$ cat config.mk
export PLATFORM = sky130hd
export DESIGN_NAME = midi_tx
export DESIGN_NICKNAME = d
export VERILOG_FILES = /design/src/rtl/midi_pkg.sv /design/src/rtl/midi_uart_tx_byte.sv /design/src/rtl/midi_tx.sv
export SDC_FILE = /design/constraint.sdc
export NUM_CORES = 1
export LEC_CHECK = 0
export CORE_MARGIN = 2
export CORE_UTILIZATION = 56
export DETAILED_ROUTE_END_ITERATION = 12
export PLACE_DENSITY = 0.84
export SLEW_MARGIN = 40
export SYNTH_ARGS = -nofsm -noshare
export SYNTH_HDL_FRONTEND = slang
export SYNTH_HIERARCHICAL = 1
export SYNTH_SLANG_ARGS = --single-unit
$ cat constraint.sdc
create_clock -name clk -period 3.7 [get_ports clk]
set_input_delay 0.37 -clock clk [delete_from_list [all_inputs] [get_ports clk]]
set_output_delay 0.37 -clock clk [all_outputs]
set_load 0.01 [all_outputs]
$ cat src/rtl/midi_pkg.sv
// Shared MIDI constants and helpers used by both ends of the serial MIDI link.
// The status-range constants and message-type codes are common to transmitter and receiver.
package midi_pkg;

  localparam logic [7:0] CH_VOICE_MIN   = 8'h80;
  localparam logic [7:0] CH_VOICE_MAX   = 8'hEF;
  localparam logic [7:0] SYS_COMMON_MIN = 8'hF0;
  localparam logic [7:0] REALTIME_MIN   = 8'hF8;

  localparam logic [3:0] NOTE_OFF = 4'h8;
  localparam logic [3:0] NOTE_ON  = 4'h9;
  localparam logic [3:0] CC       = 4'hB;

  typedef enum logic [1:0] {SEQ_IDLE, SEQ_STATUS, SEQ_D1, SEQ_D2} seq_state_t;
  typedef enum logic [1:0] {BIT_IDLE, BIT_START, BIT_DATA, BIT_STOP} bit_state_t;

  function automatic logic is_ch_voice(input logic [7:0] s);
    return (s >= CH_VOICE_MIN) && (s <= CH_VOICE_MAX);
  endfunction

  function automatic logic is_sys_common(input logic [7:0] s);
    return (s >= SYS_COMMON_MIN) && (s < REALTIME_MIN);
  endfunction

endpackage

$ cat src/rtl/midi_uart_tx_byte.sv
// 8N1 byte serializer with its own baud counter.
// A new byte may be loaded in the cycle its predecessor's stop bit ends.
module midi_uart_tx_byte
  import midi_pkg::*;
#(
  parameter int unsigned CLKS_PER_BIT = 3200
) (
  input  logic       clk,
  input  logic       rst,
  input  logic       start,
  input  logic [7:0] data,
  output logic       tx,
  output logic       idle,
  output logic       done
);

  localparam int unsigned CNT_W = (CLKS_PER_BIT > 1) ? $clog2(CLKS_PER_BIT) : 1;
  localparam logic [CNT_W-1:0] CNT_LAST = CNT_W'(CLKS_PER_BIT - 1);

  bit_state_t       state_q, state_d;
  logic [CNT_W-1:0] cnt_q, cnt_d;
  logic [2:0]       idx_q, idx_d;
  logic [7:0]       shreg_q, shreg_d;
  logic             tx_q, tx_d;
  logic             tick;

  always_comb begin
    tick    = (cnt_q == CNT_LAST);
    state_d = state_q;
    cnt_d   = tick ? '0 : cnt_q + 1'b1;
    idx_d   = idx_q;
    shreg_d = shreg_q;
    tx_d    = tx_q;
    done    = (state_q == BIT_STOP) && tick;

    case (state_q)
      BIT_IDLE: cnt_d = '0;
      BIT_START: begin
        if (tick) begin
          state_d = BIT_DATA;
          idx_d   = '0;
          tx_d    = shreg_q[0];
          shreg_d = shreg_q >> 1;
        end
      end
      BIT_DATA: begin
        if (tick) begin
          if (idx_q == 3'd7) begin
            state_d = BIT_STOP;
            tx_d    = 1'b1;
          end else begin
            idx_d   = idx_q + 3'd1;
            tx_d    = shreg_q[0];
            shreg_d = shreg_q >> 1;
          end
        end
      end
      BIT_STOP: begin
        if (tick) state_d = BIT_IDLE;
      end
      default: state_d = BIT_IDLE;
    endcase

    // Loading on the stop-bit terminal count keeps message bytes back to back.
    if (start && ((state_q == BIT_IDLE) || done)) begin
      state_d = BIT_START;
      cnt_d   = '0;
      idx_d   = '0;
      shreg_d = data;
      tx_d    = 1'b0;
    end
  end

  always_ff @(posedge clk) begin
    if (rst) begin
      state_q <= BIT_IDLE;
      cnt_q   <= '0;
      idx_q   <= '0;
      shreg_q <= '0;
      tx_q    <= 1'b1;
    end else begin
      state_q <= state_d;
      cnt_q   <= cnt_d;
      idx_q   <= idx_d;
      shreg_q <= shreg_d;
      tx_q    <= tx_d;
    end
  end

  assign tx   = tx_q;
  assign idle = (state_q == BIT_IDLE);

endmodule

$ cat src/rtl/midi_tx.sv
// MIDI message transmitter: latches a 1-3 byte message, applies running-status
// compression and sequences the bytes through the 8N1 serializer.
module midi_tx
  import midi_pkg::*;
#(
  parameter int unsigned CLK_FREQ_HZ    = 100000000,
  parameter int unsigned BAUD           = 31250,
  parameter bit          RUNNING_STATUS = 1'b1
) (
  input  logic       clk,
  input  logic       rst,
  input  logic       msg_valid,
  output logic       msg_ready,
  input  logic [7:0] msg_status,
  input  logic [6:0] msg_data1,
  input  logic [6:0] msg_data2,
  input  logic [1:0] msg_len,
  output logic       midi_out,
  output logic       busy
);

  localparam int unsigned CLKS_PER_BIT = CLK_FREQ_HZ / BAUD;

  seq_state_t state_q, state_d;
  logic [6:0] d1_q, d2_q;
  logic [1:0] len_q;
  logic [7:0] rs_q;
  logic       rs_valid_q;

  logic [7:0] status_w;
  logic [1:0] len_w;
  logic       accept, skip_status, from_inputs;
  logic       byte_start, byte_idle, byte_done;
  logic [7:0] byte_data;

  assign busy      = (state_q != SEQ_IDLE);
  assign msg_ready = !busy;

  always_comb begin
    status_w    = {1'b1, msg_status[6:0]};
    len_w       = (msg_len == 2'd0) ? 2'd1 : msg_len;
    accept      = msg_valid && msg_ready;
    skip_status = RUNNING_STATUS && is_ch_voice(status_w) && rs_valid_q &&
                  (rs_q == status_w) && (len_w >= 2'd2);
    from_inputs = (state_q == SEQ_IDLE);
    state_d     = state_q;

    case (state_q)
      SEQ_IDLE:   if (accept) state_d = skip_status ? SEQ_D1 : SEQ_STATUS;
      SEQ_STATUS: if (byte_done) state_d = (len_q >= 2'd2) ? SEQ_D1 : SEQ_IDLE;
      SEQ_D1:     if (byte_done) state_d = (len_q == 2'd3) ? SEQ_D2 : SEQ_IDLE;
      SEQ_D2:     if (byte_done) state_d = SEQ_IDLE;
      default:    state_d = SEQ_IDLE;
    endcase

    // The first byte launches on the accepting edge straight from the inputs;
    // later bytes come from the latch as each predecessor finishes.
    byte_start = (state_d != SEQ_IDLE) && (byte_idle || byte_done);
    case (state_d)
      SEQ_STATUS: byte_data = status_w;
      SEQ_D1:     byte_data = from_inputs ? {1'b0, msg_data1} : {1'b0, d1_q};
      SEQ_D2:     byte_data = {1'b0, d2_q};
      default:    byte_data = '0;
    endcase
  end

  always_ff @(posedge clk) begin
    if (rst) begin
      state_q    <= SEQ_IDLE;
      d1_q       <= '0;
      d2_q       <= '0;
      len_q      <= '0;
      rs_q       <= '0;
      rs_valid_q <= 1'b0;
    end else begin
      state_q <= state_d;
      if (accept) begin
        d1_q  <= msg_data1;
        d2_q  <= msg_data2;
        len_q <= len_w;
        if (RUNNING_STATUS) begin
          if (is_ch_voice(status_w)) begin
            rs_q       <= status_w;
            rs_valid_q <= 1'b1;
          end else if (is_sys_common(status_w)) begin
            rs_valid_q <= 1'b0;
          end
        end
      end
    end
  end

  midi_uart_tx_byte #(
    .CLKS_PER_BIT(CLKS_PER_BIT)
  ) u_byte (
    .clk  (clk),
    .rst  (rst),
    .start(byte_start),
    .data (byte_data),
    .tx   (midi_out),
    .idle (byte_idle),
    .done (byte_done)
  );

endmodule
==> metrics <==
status=complete, no violations; clock root cell=clkbuf_8; xor/xnor share of the synthesized area=0.0500; Synth cell types=50; CTS Buf Count=5; P_sw=344 uW; Synth Area in Compound Gates=0.193; Crit path required time=3.93 ns; Final Hold Fails=0; Cells after DPL=419; Slew Limit Fails=0; CP endpoint kind=flop; Clk pwr share=0.274; gp weighted congestion=0.808; vias per inst=5.59; commonest non-fill, non-tap cell in the layout=dfxtp_1; largest family of logic cells by synthesized area=simple AND/OR/NAND/NOR gates; Reg power frac=0.521; DR vias=2380; first-pass GRT wire length=9.69 mm; Die Y=74.7 um; Ports=30; RSZ-0062 raised after global routing=no; Avg Cell Area, Syn=8.33 sq um; vias in the first global route=2180; Post-CTS Setup Inserts=0; drt pass-1 iters=4; antenna violations before repair=0; Synth Area in Adders=0.0402; post-cts sizing count=0; Finish-stage setup viols=0; Synth Net Count=372; TritonCTS Sinks=53; synthesis-to-layout area growth=14.5%; total negative slack=0 ns; Rel. slew slack=0.530; Synth Area in Simple Gates=0.262; Initial Util=0.585; post-route ant nets=0; final worst-path cycle share=0.919; combinational share of power=0.205; fraction of layout cells with a size suffix above 1=0.100; highest clock rate=294 MHz; synthesized area=2800 sq um; mux contribution to synthesized area=0.0143; nets=395; I/O Buffers=28; most frequent cells in the layout=dfxtp_1 (53), nand2_1 (51), nor2_1 (45), clkdlybuf4s50_1 (28), a21oi_1 (22); final core occ=0.670; WS Path Type=reg -> reg; Die W=74.7 um; skew final=0.00917 ns; P_leak=0.00121 uW; CP Data Arrival Time=3.63 ns; clk slew on worst S/H paths=0.08 ns; crit-path max FO=16; Switching Share=0.283; prevailing post-synth register cell=dfxtp_1; Final HPWL DP=4.08 mm; CTS H-tree lvls=2; die area=5580 sq um; ANT cells=0; 1st-iter DRT viols=162; Max Cap Violations=0; maximum number of pins on one net before global-route repair=26; Worst VDD drop=0.187 mV; hold buffers post-CTS=0; Global Route Usage Sum=0.223; number of synthesized flops with an enable pin=0; CTS max path bufs=2; drc violations=0; worst skew pair latency=0.31 ns; pwr/cell area=378 nW/um^2; CP startpoint kind=flop; Post-Route WL=5.80 mm; row count=25; sequential element share of the synthesized area=0.379; Pint=869 uW; fin cells=426; Ys Warns=6; Mapped Cells=336; CTS tree=done; flop and latch count out of synthesis=53; Layout fillers=406; Worst Tran Pin Value=0.706 ns; Final Critical Period=3.40 ns; total gr overflow=0; drt wl/cell=13.6 um; Hold/Removal Path Class=reg -> reg; core area=4790 sq um; asr flop ratio synth=0
## cell type report
class	instances	area, sq um	area share
clock buffer	6	82.6	0.0258
timing repair buffer	36	340	0.106
tap	67	83.8	0.0261
multi-input combinational	246	1570	0.489
sequential	53	1060	0.331
clock inverter	1	7.51	0.00234
inverter	17	63.8	0.0199
## metrics by stage
stage	total power [uW]	instance area [sq um]	hold WS, ns	setup slack, ns
CTS	1220	3210	0.461	0.317
global route	1270	3210	0.475	0.0302
detailed placement	891	3120	0.447	0.374
global placement	883	3120	0.423	0.438
finish	1210	3210	0.455	0.299
floorplan	820	2800	0.413	0.316
## metal layers
metal,vias to the layer above,routed length [um],track usage
li1,1202,-,-
met1,1108,2730,0.293
met2,60,2720,0.363
met3,10,248,0.0482
met4,0,102,0.0794
met5,-,0,0
## worst max-delay path, cell delays in order (launching register included)
cell     delay (ns)
dfxtp_1        0.35
or4b_4         0.59
or2_1          0.26
nor2_1         0.26
inv_1          0.10
o31ai_1        0.21
a22oi_1        0.10
o31a_1         0.13
a21oi_1        0.22
nand4_1        0.13
o41a_1         0.39
buf_4          0.24
or2_0          0.21
a21oi_1        0.11
## sequential cells by signal (all words and copies together) (netlist names)
register and cells:
rs_q 8, u_byte/idx_q 3, rs_valid_q 1, d1_q 7, u_byte/state_q 2, d2_q 7
u_byte/cnt_q 12, u_byte/shreg_q 8, u_byte/tx 1, len_q 2, state_q 2
## power groups by stage
stage | clock network (uW) | registers [uW] | logic [uW]
6_report | 332 | 632 | 249
4_1_cts | 341 | 632 | 249
5_1_grt | 358 | 636 | 276
2_1_floorplan | 0 | 640 | 180
3_3_place_gp | 0 | 643 | 240
3_5_place_dp | 0 | 644 | 246
## logic make-up (layout without fill, tap and decap cells)
group | count (synthesis) | count (layout)
simple gates | 152 | 152
compound gates | 65 | 65
flops | 53 | 53
buf+inv | 37 | 60
xor+xnor | 16 | 16
fa+ha+maj | 9 | 9
mux | 4 | 4
## cells in the mapped netlist (3+ instances only)
library cell  count  area share
clkbuf_1         11       0.015
and4_1            4       0.013
xnor2_1           5       0.016
o21ai_0          11       0.020
nand2_1          51       0.068
nand4_1           7       0.016
o32ai_2           7       0.041
a21oi_1          22       0.039
xor2_1           11       0.034
nand3_1          15       0.027
a311oi_2          7       0.038
nor2_1           45       0.060
a211oi_1          3      0.0080
buf_6             3       0.012
nand2b_1          4      0.0089
dfxtp_1          53        0.38
ha_1              9       0.040
mux2i_1           4       0.014
inv_1            16       0.021
and3_1            8       0.018
## final timing paths
kind / startpoint / end / slack, ns / cells past startpoint
setup / recovery: u_byte/cnt_q[7] / u_byte/shreg_q[7] / 0.30 / 13
hold / removal: u_byte/cnt_q[0] / u_byte/cnt_q[0] / 0.46 / 1
setup reg to reg: u_byte/cnt_q[7] / u_byte/shreg_q[7] / 0.30 / 13
hold reg to reg: u_byte/cnt_q[0] / u_byte/cnt_q[0] / 0.46 / 1
No activity file was read; power rests on OpenSTA's default activity.
